File: src/rtl/us_tlp_tx_engine_pkg.sv
// Shared command codes, entry field offsets, TLP constants and FSM states for
// the upstream TLP transmit engine.
package us_tlp_tx_engine_pkg;

   localparam logic [1:0] US_CMD_INVALID   = 2'd0;
   localparam logic [1:0] US_CMD_WR32_TYPE = 2'd1;
   localparam logic [1:0] US_CMD_CPL_TYPE  = 2'd2;
   localparam logic [1:0] US_CMD_CPLD_TYPE = 2'd3;

   // Bit offsets inside the low 64 bits of a command FIFO entry
   localparam int ENT_TYPE_LSB = 62;
   localparam int ENT_LEN_LSB  = 57;
   localparam int ENT_ID_LSB   = 55;
   localparam int ENT_TC_LSB   = 52;
   localparam int ENT_TD_BIT   = 51;
   localparam int ENT_EP_BIT   = 50;
   localparam int ENT_ATTR_LSB = 48;
   localparam int ENT_RID_LSB  = 22;
   localparam int ENT_TAG_LSB  = 14;
   localparam int ENT_ADDR_LSB = 0;

   localparam logic [1:0] FMT_3DW_NODATA = 2'b00;
   localparam logic [1:0] FMT_3DW_DATA   = 2'b10;
   localparam logic [4:0] TLP_TYPE_CPL   = 5'b01010;
   localparam logic [4:0] TLP_TYPE_MWR   = 5'b00000;

   typedef enum logic [2:0] {
      ST_IDLE,
      ST_HDR0,
      ST_HDR1,
      ST_HDR2,
      ST_DATA,
      ST_DONE
   } tx_state_e;

   // Payload size in DW for a MWr32, with the exponent clamped to max_log2
   function automatic logic [10:0] calc_ndw(input logic [4:0] len, input logic [4:0] max_log2);
      logic [4:0] eff;
      eff = (len > max_log2) ? max_log2 : len;
      return 11'd1 << eff;
   endfunction

endpackage

File: src/rtl/us_tlp_hdr_gen.sv
// Combinational 3DW TLP header generator: selects DW0..DW2 of a CPL, CPLD or
// MWr32 header from the latched command entry.
module us_tlp_hdr_gen
   import us_tlp_tx_engine_pkg::*;
#(
   parameter int MAX_LEN_LOG2 = 5
) (
   input  logic [63:0] entry_i,
   input  logic [15:0] completer_id_i,
   input  logic [1:0]  beat_idx_i,
   output logic [31:0] hdr_o
);

   localparam logic [4:0] MAX_LOG2_W = MAX_LEN_LOG2[4:0];

   logic [1:0]  cmd_type;
   logic [10:0] ndw;
   logic [1:0]  cpl_fmt;
   logic [9:0]  cpl_len;
   logic [3:0]  last_be;
   logic        unused_bits;

   assign cmd_type = entry_i[ENT_TYPE_LSB +: 2];
   assign ndw      = calc_ndw(entry_i[ENT_LEN_LSB +: 5], MAX_LOG2_W);
   assign cpl_fmt  = (cmd_type == US_CMD_CPLD_TYPE) ? FMT_3DW_DATA : FMT_3DW_NODATA;
   assign cpl_len  = (cmd_type == US_CMD_CPLD_TYPE) ? 10'd1 : 10'd0;
   assign last_be  = (ndw == 11'd1) ? 4'h0 : 4'hF;

   // cmd_id, requested length, byte enables and the low address bits never reach a header
   assign unused_bits = ^{entry_i[ENT_ID_LSB +: 2], entry_i[47:38], entry_i[13:6], entry_i[1:0]};

   always_comb begin
      hdr_o = '0;
      if (cmd_type == US_CMD_WR32_TYPE) begin
         case (beat_idx_i)
            2'd0:    hdr_o = {1'b0, FMT_3DW_DATA, TLP_TYPE_MWR, 1'b0, 3'b000, 4'b0000,
                              1'b0, 1'b0, 2'b00, 2'b00, ndw[9:0]};
            2'd1:    hdr_o = {completer_id_i, 8'h00, last_be, 4'hF};
            2'd2:    hdr_o = {entry_i[31:2], 2'b00};
            default: hdr_o = '0;
         endcase
      end else begin
         case (beat_idx_i)
            2'd0:    hdr_o = {1'b0, cpl_fmt, TLP_TYPE_CPL, 1'b0, entry_i[ENT_TC_LSB +: 3], 4'b0000,
                              entry_i[ENT_TD_BIT], entry_i[ENT_EP_BIT], entry_i[ENT_ATTR_LSB +: 2],
                              2'b00, cpl_len};
            2'd1:    hdr_o = {completer_id_i, 3'b000, 1'b0, 12'd4};
            2'd2:    hdr_o = {entry_i[ENT_RID_LSB +: 16], entry_i[ENT_TAG_LSB +: 8], 1'b0,
                              1'b0, entry_i[ENT_ADDR_LSB + 2 +: 4], 2'b00};
            default: hdr_o = '0;
         endcase
      end
   end

endmodule

File: src/rtl/us_tlp_tx_engine.sv
// Pops upstream commands from a FWFT FIFO and emits CPL / CPLD / MWr32 TLPs on a
// 32-bit AXI4-Stream TX port; pulses a completion when each MWr32 finishes.
module us_tlp_tx_engine
   import us_tlp_tx_engine_pkg::*;
#(
   parameter int          MAX_LEN_LOG2 = 5,
   parameter logic [31:0] PATTERN_INIT = 32'h0000_0000
) (
   input  logic         clk,
   input  logic         rst,
   input  logic [127:0] us_cmd_fifo_dout_i,
   input  logic         us_cmd_fifo_empty_i,
   output logic         us_cmd_fifo_rd_en_o,
   input  logic [15:0]  cfg_completer_id_i,
   output logic [10:0]  rd_addr_o,
   input  logic [31:0]  rd_data_i,
   output logic [31:0]  s_axis_tx_tdata_o,
   output logic [3:0]   s_axis_tx_tkeep_o,
   output logic         s_axis_tx_tvalid_o,
   output logic         s_axis_tx_tlast_o,
   input  logic         s_axis_tx_tready_i,
   output logic         up_wr_cmd_compl_o,
   output logic [1:0]   up_wr_cmd_id_o,
   output logic         busy_o
);

   localparam logic [4:0] MAX_LOG2_W = MAX_LEN_LOG2[4:0];

   // AXI-Stream handshake: a beat transfers on a cycle with tvalid && tready;
   // while tvalid is high, tdata/tlast hold until that transfer happens.

   tx_state_e   state_q, state_d;
   logic [63:0] entry_q, entry_d;
   logic [10:0] beat_q, beat_d;
   logic [31:0] pattern_q, pattern_d;

   logic [1:0]  cur_type;
   logic [10:0] ndw;
   logic [1:0]  hdr_idx;
   logic [31:0] hdr_word;
   logic        wr_last;
   logic        unused_fifo_bits;

   assign unused_fifo_bits = ^us_cmd_fifo_dout_i[127:64];

   assign cur_type = entry_q[ENT_TYPE_LSB +: 2];
   assign ndw      = calc_ndw(entry_q[ENT_LEN_LSB +: 5], MAX_LOG2_W);
   assign wr_last  = (beat_q == ndw - 11'd1);

   always_comb begin
      case (state_q)
         ST_HDR1: hdr_idx = 2'd1;
         ST_HDR2: hdr_idx = 2'd2;
         default: hdr_idx = 2'd0;
      endcase
   end

   us_tlp_hdr_gen #(
      .MAX_LEN_LOG2 (MAX_LEN_LOG2)
   ) u_hdr_gen (
      .entry_i        (entry_q),
      .completer_id_i (cfg_completer_id_i),
      .beat_idx_i     (hdr_idx),
      .hdr_o          (hdr_word)
   );

   always_ff @(posedge clk or posedge rst) begin
      if (rst) begin
         state_q   <= ST_IDLE;
         entry_q   <= '0;
         beat_q    <= '0;
         pattern_q <= PATTERN_INIT;
      end else begin
         state_q   <= state_d;
         entry_q   <= entry_d;
         beat_q    <= beat_d;
         pattern_q <= pattern_d;
      end
   end

   always_comb begin
      state_d             = state_q;
      entry_d             = entry_q;
      beat_d              = beat_q;
      pattern_d           = pattern_q;
      us_cmd_fifo_rd_en_o = 1'b0;
      rd_addr_o           = '0;
      s_axis_tx_tdata_o   = '0;
      s_axis_tx_tvalid_o  = 1'b0;
      s_axis_tx_tlast_o   = 1'b0;
      up_wr_cmd_compl_o   = 1'b0;
      up_wr_cmd_id_o      = '0;

      case (state_q)
         ST_IDLE: begin
            if (!us_cmd_fifo_empty_i) begin
               us_cmd_fifo_rd_en_o = 1'b1;
               // An INVALID head is popped and discarded without leaving IDLE
               if (us_cmd_fifo_dout_i[ENT_TYPE_LSB +: 2] != US_CMD_INVALID) begin
                  entry_d = us_cmd_fifo_dout_i[63:0];
                  state_d = ST_HDR0;
               end
            end
         end
         ST_HDR0: begin
            s_axis_tx_tvalid_o = 1'b1;
            s_axis_tx_tdata_o  = hdr_word;
            if (s_axis_tx_tready_i) state_d = ST_HDR1;
         end
         ST_HDR1: begin
            s_axis_tx_tvalid_o = 1'b1;
            s_axis_tx_tdata_o  = hdr_word;
            if (s_axis_tx_tready_i) state_d = ST_HDR2;
         end
         ST_HDR2: begin
            s_axis_tx_tvalid_o = 1'b1;
            s_axis_tx_tdata_o  = hdr_word;
            s_axis_tx_tlast_o  = (cur_type == US_CMD_CPL_TYPE);
            if (s_axis_tx_tready_i) begin
               beat_d  = '0;
               state_d = (cur_type == US_CMD_CPL_TYPE) ? ST_IDLE : ST_DATA;
            end
         end
         ST_DATA: begin
            s_axis_tx_tvalid_o = 1'b1;
            if (cur_type == US_CMD_CPLD_TYPE) begin
               rd_addr_o         = {7'd0, entry_q[ENT_ADDR_LSB + 2 +: 4]};
               s_axis_tx_tdata_o = rd_data_i;
               s_axis_tx_tlast_o = 1'b1;
               if (s_axis_tx_tready_i) state_d = ST_IDLE;
            end else begin
               s_axis_tx_tdata_o = pattern_q;
               s_axis_tx_tlast_o = wr_last;
               if (s_axis_tx_tready_i) begin
                  pattern_d = pattern_q + 32'd1;
                  beat_d    = beat_q + 11'd1;
                  if (wr_last) state_d = ST_DONE;
               end
            end
         end
         ST_DONE: begin
            up_wr_cmd_compl_o = 1'b1;
            up_wr_cmd_id_o    = entry_q[ENT_ID_LSB +: 2];
            state_d           = ST_IDLE;
         end
         default: state_d = ST_IDLE;
      endcase
   end

   assign s_axis_tx_tkeep_o = 4'hF;
   assign busy_o            = (state_q != ST_IDLE);

endmodule

File: config.mk
export PLATFORM = sky130hd
export DESIGN_NAME = us_tlp_tx_engine
export DESIGN_NICKNAME = d
export VERILOG_FILES = /design/src/rtl/us_tlp_tx_engine_pkg.sv /design/src/rtl/us_tlp_hdr_gen.sv /design/src/rtl/us_tlp_tx_engine.sv
export SDC_FILE = /design/constraint.sdc
export NUM_CORES = 1
export LEC_CHECK = 0
export CORE_MARGIN = 1
export CORE_UTILIZATION = 50
export DETAILED_ROUTE_END_ITERATION = 8
export PLACE_DENSITY_LB_ADDON = 0.12
export SLEW_MARGIN = 40
export SYNTH_ARGS = -nofsm -noshare
export SYNTH_HDL_FRONTEND = slang
export SYNTH_HIERARCHICAL = 1
export SYNTH_SLANG_ARGS = --single-unit
File: constraint.sdc
create_clock -name clk -period 6 [get_ports clk]
set_clock_uncertainty 0.05 [all_clocks]
set_input_delay 1.2 -clock clk [delete_from_list [all_inputs] [get_ports clk]]
set_output_delay 1.2 -clock clk [all_outputs]
set_load 0.005 [all_outputs]
== Word-level counts from Yosys, hierarchy flattened ==
Cells that the tools add are included.

* Bits in registers: 110
* Output and inout bits: 54
* Input bits: 180
* Word-level logic and storage cells: 76

* Shift-type cells: 1
* Add/sub/neg operators: 3
* Magnitude comparators: 1
* Bitwise logic cells: 2
* Equal/unequal tests: 20
* Reduce and logical (&&, ||, !) cells: 11
* Mux-type cells: 34

{| class="wikitable"
|+ Operators with widths
! kind !! number
|-
| $pmux 32 s3 || 2
|-
| $mux 32 || 2
|-
| $pmux 32 s2 || 1
|-
| $mux 11 || 3
|-
| $add 32x1->32 const B || 1
|-
| $mux 3 || 10
|-
| $pmux 11 s2 || 1
|-
| $pmux 3 s5 || 1
|-
| $ne 2x2->1 const B || 7
|-
| $mux 4 || 3
|-
| $add 11x1->11 const B || 1
|-
| $eq 11x1->1 const B || 1
|-
| $eq 11x11->1 || 1
|-
| $shl 1x5->11 const A || 1
|-
| $sub 11x1->11 const B || 1
|-
| $reduce_and 7->1 || 1
|-
| $eq 2x2->1 const B || 3
|-
| $eq 3x2->1 const B || 2
|-
| $eq 3x3->1 const B || 2
|-
| $mux 1 || 6
|-
| $reduce_and 3->1 || 2
|-
| $gt 5x3->1 const B || 1
|-
| $mux 5 || 1
|-
| $eq 2x1->1 const B || 2
|-
| other kinds (13) || 16
|}

== Logic depth before layout (Yosys ltp) ==
Gate-level depths: netlist of run 1.

* Depth after elaboration: 9
* Mapped depth: 11
* Gate-level depth less buffers: 8

== Hierarchy ==
Netlist of run 1, hierarchy kept.

{| class="wikitable"
|+ By module, submodules not included
! module !! times used !! seq. area each (µm²) !! cells each !! area an instance (µm²)
|-
| us_tlp_tx_engine || 1 || 2752.6 || 529 || 5644.2
|-
| us_tlp_hdr_gen || 1 || 0.0 || 131 || 900.9
|}

== Worst setup path before layout of run 1 ==
Ideal clock, no wire load.

* Path type: reg-to-output
* Start: register entry_q[61]
* End: output port s_axis_tx_tlast_o
* Cell stages (with the launch flop): 9
* Buffers on the path: 1
* Data arrival time: 2.432 ns
* Slack: 2.318 ns
* Data required time: 4.750 ns
* Cells stage by stage: dfrtp_1 -> or3_1 -> buf_2 -> or3_4 -> ha_1 -> xor2_1 -> nand4_1 -> or3_1 -> o31ai_1

* Longest elaborated chain between the ends: 7

{| class="wikitable"
|+ Ends and longest elaborated chain
! item !! RTL line !! RTL
|-
| from (decl) || us_tlp_tx_engine.sv:33 || <nowiki>logic [63:0] entry_q, entry_d;</nowiki>
|-
| from (signal assigned) || us_tlp_tx_engine.sv:75 || <nowiki>entry_q <= entry_d;</nowiki>
|-
| $gt 5x3->1 || us_tlp_tx_engine_pkg.sv:39 || <nowiki>eff = (len > max_log2) ? max_log2 : len;</nowiki>
|-
| $mux 5 (*) || us_tlp_tx_engine_pkg.sv:39 ||
|-
| $shl 1x5->11 (*) || us_tlp_tx_engine_pkg.sv:40 || <nowiki>return 11'd1 << eff;</nowiki>
|-
| $sub 11x1->11 (*) || us_tlp_tx_engine.sv:48 || <nowiki>assign wr_last = (beat_q == ndw - 11'd1);</nowiki>
|-
| $eq 11x11->1 (*) || us_tlp_tx_engine.sv:48 ||
|-
| $mux 1 (*) || us_tlp_tx_engine.sv:126 || <nowiki>if (cur_type == US_CMD_CPLD_TYPE) begin</nowiki>
|-
| $pmux 1 s2 (*) || us_tlp_tx_engine.sv:94 || <nowiki>case (state_q)</nowiki>
|-
| to (decl) || us_tlp_tx_engine.sv:20 || <nowiki>output logic s_axis_tx_tlast_o,</nowiki>
|}

Mark *: on every way between the ends. The rest lies on a longest branch, timed or not.

== Worst setup path after layout of run 1 ==
* Start: register state_q[0]
* End: output port s_axis_tx_tdata_o[6]

* Longest elaborated chain between the ends: 6
* Elaborated cells between the ends (all ways): 12
* Classes of those cells: eq/ne: 6; mux: 4; reduce/logical: 2

{| class="wikitable"
|+ Ends and longest elaborated chain
! item !! RTL line !! RTL
|-
| from (decl) || us_tlp_tx_engine.sv:32 || <nowiki>tx_state_e state_q, state_d;</nowiki>
|-
| from (signal assigned) || us_tlp_tx_engine.sv:74 || <nowiki>state_q <= state_d;</nowiki>
|-
| $eq 3x2->1 || us_tlp_tx_engine.sv:51 || <nowiki>case (state_q)</nowiki>
|-
| $pmux 2 s2 (*) || us_tlp_tx_engine.sv:51 ||
|-
| via hdr_idx[1] || us_tlp_tx_engine.sv:39 || <nowiki>logic [1:0] hdr_idx;</nowiki>
|-
| $eq 2x2->1 (tied with other cells) || us_tlp_hdr_gen.sv:35 || <nowiki>case (beat_idx_i)</nowiki>
|-
| $pmux 32 s3 (*) || us_tlp_hdr_gen.sv:35 ||
|-
| $mux 32 (*) || us_tlp_hdr_gen.sv:34 || <nowiki>if (cmd_type == US_CMD_WR32_TYPE) begin</nowiki>
|-
| via hdr_word[6] || us_tlp_tx_engine.sv:40 || <nowiki>logic [31:0] hdr_word;</nowiki>
|-
| $pmux 32 s2 (*) || us_tlp_tx_engine.sv:94 ||
|-
| to (decl) || us_tlp_tx_engine.sv:17 || <nowiki>output logic [31:0] s_axis_tx_tdata_o,</nowiki>
|}

The timed path passes the listed nets; every way through them passes the cells marked *.

==> impl_metrics.toml, run 1 <==
[worst_setup_path]
path_max_fanout = 27
criticalPathCategory = "flip-flop to output pin"
cp-end-kind = "output pin"
cp.required_ps = 4750
cp_data_arrival_time_ps = 3880
startpoint_type = "flip-flop"

[floorplanning]
ios = 234
initial_utilization_pct = 51.1
dieArea_um2 = 12700
core-area_um2 = 12000
die_h_um = 113
rows = 40
die_w_um = 113

[grt]
grt_pass1_wl_um = 26000
antenna_found_initial = 1
grtUsageTotal_pct = 26.8
grt_pass1_vias = 5092
grt_max_degree = 52
grt_overflow = 0

[cts]
cts_inserted_buffers = 9
cts_sinks = 98
cts_resized = 0
tritoncts = "done"
cts-root-buf = "clkbuf_16"
cts_setup_buffers = 0
clk_pin_slew_worst_paths_ps = 70
clkLatencyLatePin_ps = 350
cts.path.max_buffers = 2
htreeDepth = 3
ctsHoldBuffers = 0

[synthesis]
netlist_area_um2 = 6110
syn_area_per_cell_um2 = 9.61
yosys_warnings = 6
netlist_instances = 636

[power]
seq_power_share_pct = 31.7
ir_worst_vdd_mv = 0.234
p_leak_nw = 3.20
fin_total_pwr_mw = 3.40
p_int_mw = 2.06
p_comb_share_pct = 50.8
switching_share_pct = 39.5
p_sw_mw = 1.34
clockPowerShare_pct = 17.5
powerDensity_nw_per_um2 = 436

[cells_and_area]
fin_area_um2 = 7810
area_growth_pct = 27.9
drive_gt1_share_pct = 11.9
final_nets = 940
antenna_cells = 0

[place]
port_buffers = 146
hpwl_um = 12300
place_congestion = 0.864
postPlaceCellArea_um2 = 7500

[timing]
hold_ws_ps = 434
rsz0062_at_grt = "false"
relSlewSlack_pct = 46.1
slew_violations = 0
finalCritPeriodShare_pct = 85.4
setup_viol = 0
fin_tns_setup_ps = 0
min_period_ps = 5130
tightest_slew_ps = 807
hold_viol = 0
max_freq_mhz = 195

[drt]
drt_first_pass_iters = 5
vias = 5171
wire_per_inst_um = 18.2
first_iter_violations = 315
drc = 0
wl_um = 16500
drt-vias-per-instance = 5.69
postRouteAntennaNets = 0

[status]
status = "finished, final reports clean"

[min_path]
hp-class = "flip-flop to flip-flop"

[job]
drv_cap = 0
[registers in the layout, summed over array words and instances, names as in the netlist]
name / flops
entry_q: 52
beat_q: 11
pattern_q: 32
state_q: 3
[cell usage in the layout, fill, tap and decap left out, types with 3 or more instances in the layout]
cell / n
clkdlybuf4s50_1: 146
dfrtp_1: 98
nand2_1: 90
mux2_2: 50
o21ai_0: 49
mux2i_1: 48
nor2_1: 32
xnor2_1: 27
a21oi_1: 21
xor2_1: 17
nand4_1: 15
and3_1: 13
nand3_1: 12
conb_1: 11
inv_1: 9
clkbuf_16: 9
o21ai_1: 8
nor3_1: 7
nor3b_1: 7
and2_1: 6
o22ai_1: 6
or3_1: 4
o31ai_1: 4
nor4_1: 4
a31oi_1: 4
mux2_4: 4
or4_1: 3
nand2b_1: 3
ha_1: 3
buf_4: 3
[worst paths after layout]
check	from	to	slack, ps	depth (start not counted)
hold reg to reg	pattern_q[31]	pattern_q[31]	430	1
setup / recovery	state_q[0]	s_axis_tx_tdata_o[6]	870	8
max in group asynchronous	rst	entry_q[50]	3580	3
min in group asynchronous	rst	pattern_q[25]	1240	2
hold / removal	pattern_q[31]	pattern_q[31]	430	1
setup reg to reg	state_q[0]	pattern_q[30]	3320	5
[worst max-delay path, stage by stage, from the launching register on]
cell	delay, ps
dfrtp_1	540
nand3b_1	280
clkinv_1	650
nor2b_1	890
nand2_1	170
a21oi_1	180
nand2_1	70
o21ai_0	160
clkdlybuf4s50_1	570
[final cells by class]
type	instances	area, um2
clock buffer	11	243
clock inverter	5	62.6
fill	965	4150
inverter	11	43.8
multi-input combinational	488	3340
sequential	98	2450
tap	147	184
timing repair buffer	149	1480
[stage by stage]
step | utilization [%] | instances | setup WS (ps)
final | 65.3 | 909 | 874
after global routing | 65.3 | 909 | 641
after CTS | 65.3 | 909 | 1280
after detailed placement | 62.7 | 893 | 1680
after global placement | 62.7 | 893 | 1680
after floorplan | - | 645 | 2190
[power groups by stage]
stage / clock network [mW] / logic (mW) / registers, mW
3_5_place_dp: 0 / 1.71 / 1.09
5_1_grt: 0.625 / 1.88 / 1.11
2_1_floorplan: 0 / 1.19 / 0.994
4_1_cts: 0.605 / 1.72 / 1.08
3_3_place_gp: 0 / 1.69 / 1.08
6_report: 0.596 / 1.73 / 1.08
[routing by layer]
| layer | wire [um] | track usage, % |
|---|---|---|
| met5 | 13 | 0 |
| met4 | 479 | 12.4 |
| met3 | 1010 | 5.72 |
| met2 | 7890 | 43.1 |
| met1 | 7120 | 34.8 |
(Power assumes the default switching activity.)
==> run 2, diff against run 1 <==
CAP_MARGIN = 20   (was default)
==> results of run 2 <==
The final DEF is identical to that of run 1; final timing and power are the same.
==> run 3, diff against run 2 <==
CELL_PAD_IN_SITES_DETAIL_PLACEMENT = 1   (was default)
CELL_PAD_IN_SITES_GLOBAL_PLACEMENT = 1   (was default)
CORE_UTILIZATION = 37   (was 50)
CTS_CLUSTER_SIZE = 10   (was default)
clock period = 6.6 ns   (was 6 ns; I/O delays follow)
==> run 3 against run 2 <==
Effect of this change: wire length up 16%; global-route usage is 3.4 points lower; worst hold slack better by 9.3 ps; critical path type unchanged; largest cell class unchanged; largest power group unchanged.
==> impl_metrics.toml, run 3 (synthesis results as in run 1) <==
[min_path]
min_path_cells = 1
hp-class = "flip-flop to flip-flop"
min_to = "pattern_q[31]"
min-delay-start = "pattern_q[31]"

[grt]
antenna_found_initial = 0
grtUsageTotal_pct = 23.4
grt_pass1_vias = 5448
grt_max_degree = 52
grt_overflow = 0
grt_pass1_wl_um = 30100

[cts]
cts_setup_buffers = 0
clkLatencyLatePin_ps = 360
cts-root-buf = "clkbuf_16"
cts.path.max_buffers = 2
cts_inserted_buffers = 9
cts_resized = 0
clk_pin_slew_worst_paths_ps = 70
htreeDepth = 3
ctsHoldBuffers = 0
cts_sinks = 98
tritoncts = "done"

[timing]
finalCritPeriodShare_pct = 74.9
min_period_ps = 4940
tightest_slew_ps = 809
relSlewSlack_pct = 46.0
fin_tns_setup_ps = 0
slew_violations = 0
hold_viol = 0
setup_viol = 0
rsz0062_at_grt = "false"
max_freq_mhz = 202

[worst_setup_path]
path_max_fanout = 7
cp.required_ps = 5230
crit_top_cell = "or3_1"
rr_endpoint = "pattern_q[9]"
max_stage_delay_ps = 560
crit_chain = "or3_1 > or3_4 > ha_1 > xor2_1 > nand4_1 > or3_1 > o31ai_1 > clkdlybuf4s50_1"
reg2reg_depth = 5
rrSetupSlack_ps = 3690
cp_data_arrival_time_ps = 3570
criticalPathCategory = "flip-flop to output pin"
startpoint_type = "flip-flop"
slowest_stage = "clkdlybuf4s50_1"
r2r_start = "state_q[0]"
cp-end-kind = "output pin"

[cells_and_area]
final_cell_mix = "clkdlybuf4s50_1, dfrtp_1, nand2_1"
largest_reg_flops = 52
antenna_cells = 0
area_growth_pct = 28.9
layout_commonest_cell = "clkdlybuf4s50_1"
final_nets = 941
regMostFlops = "entry_q"
drive_gt1_share_pct = 12.3
reg_top3 = "entry_q (52), pattern_q (32), beat_q (11)"

[drt]
drc = 0
drt_first_pass_iters = 4
vias = 5172
wl_um = 19100
postRouteAntennaNets = 0
first_iter_violations = 299
wire_per_inst_um = 19.5
drt-vias-per-instance = 5.28

[floorplanning]
initial_utilization_pct = 38.2
dieArea_um2 = 17000
die_w_um = 131
ios = 234
die_h_um = 131
rows = 46
core-area_um2 = 16000

[power]
p_leak_nw = 3.20
ir_worst_vdd_mv = 0.223
powerDensity_nw_per_um2 = 394
fin_total_pwr_mw = 3.10

[place]
port_buffers = 146
place_congestion = 0.841
hpwl_um = 14400

[status]
status = "finished, final reports clean"

[job]
drv_cap = 0
## run 3: cell types whose count changed in the layout (fill, tap and decap cells not counted), sizes merged
| cell | previous run | this run |
|---|---|---|
| clkbuf | 11 | 9 |
| clkinv | 2 | 4 |
| inv | 11 | 13 |
| buf | 3 | 4 |
| bufinv | 1 | 0 |
| clkinvlp | 2 | 1 |
## run 3: critical path, delay by kind of cell, from the launching register on
kind	cells	cell delay (ps)
flip-flops	1	500
AND/OR/NAND/NOR	4	1380
XOR/XNOR	1	150
buffers and inverters	1	560
adder cells (fa/ha/maj)	1	310
AO/OA/AOI/OAI	1	320
## run 3: area by class of cell
| cell class | instances | area [um2] |
|---|---|---|
| sequential | 98 | 2450 |
| multi-input combinational | 488 | 3340 |
| inverter | 11 | 43.8 |
| fill | 1845 | 8120 |
| timing repair buffer | 150 | 1490 |
| tap | 216 | 270 |
| clock buffer | 9 | 225 |
| clock inverter | 7 | 52.6 |
## run 3: worst max path at each step
stage | cells past startpoint | startpoint | endpoint
2_1_floorplan | 1 | rst | beat_q[0]
3_3_place_gp | 7 | state_q[0] | s_axis_tx_tdata_o[21]
3_5_place_dp | 8 | entry_q[61] | s_axis_tx_tlast_o
4_1_cts | 7 | state_q[0] | s_axis_tx_tdata_o[21]
5_1_grt | 8 | entry_q[61] | s_axis_tx_tlast_o
6_report | 8 | entry_q[60] | s_axis_tx_tlast_o
## run 3: layer usage
| layer | wire length [um] | GRT usage (%) | up-vias |
|---|---|---|---|
| li1 | - | - | 2463 |
| met1 | 9490 | 35.0 | 2543 |
| met2 | 8420 | 34.7 | 145 |
| met3 | 862 | 3.42 | 21 |
| met4 | 295 | 7.03 | 0 |
| met5 | 0 | 0 | - |
## run 3: where the power goes
| group | switching (mW) | total (mW) | internal (mW) |
|---|---|---|---|
| Clock | 0.254 | 0.513 | 0.259 |
| Combinational | 0.814 | 1.60 | 0.787 |
| Sequential | 0.205 | 0.985 | 0.780 |
## run 3: per-stage QoR
stage	hold slack (ps)	setup slack (ps)	cells	instance area [um2]	util, %
floorplan	391	2670	645	6140	-
global placement	420	2010	963	7590	47.4
detailed placement	427	2000	963	7600	47.5
CTS	441	1590	979	7870	49.2
global route	448	1510	979	7880	49.2
finish	443	1660	979	7880	49.2
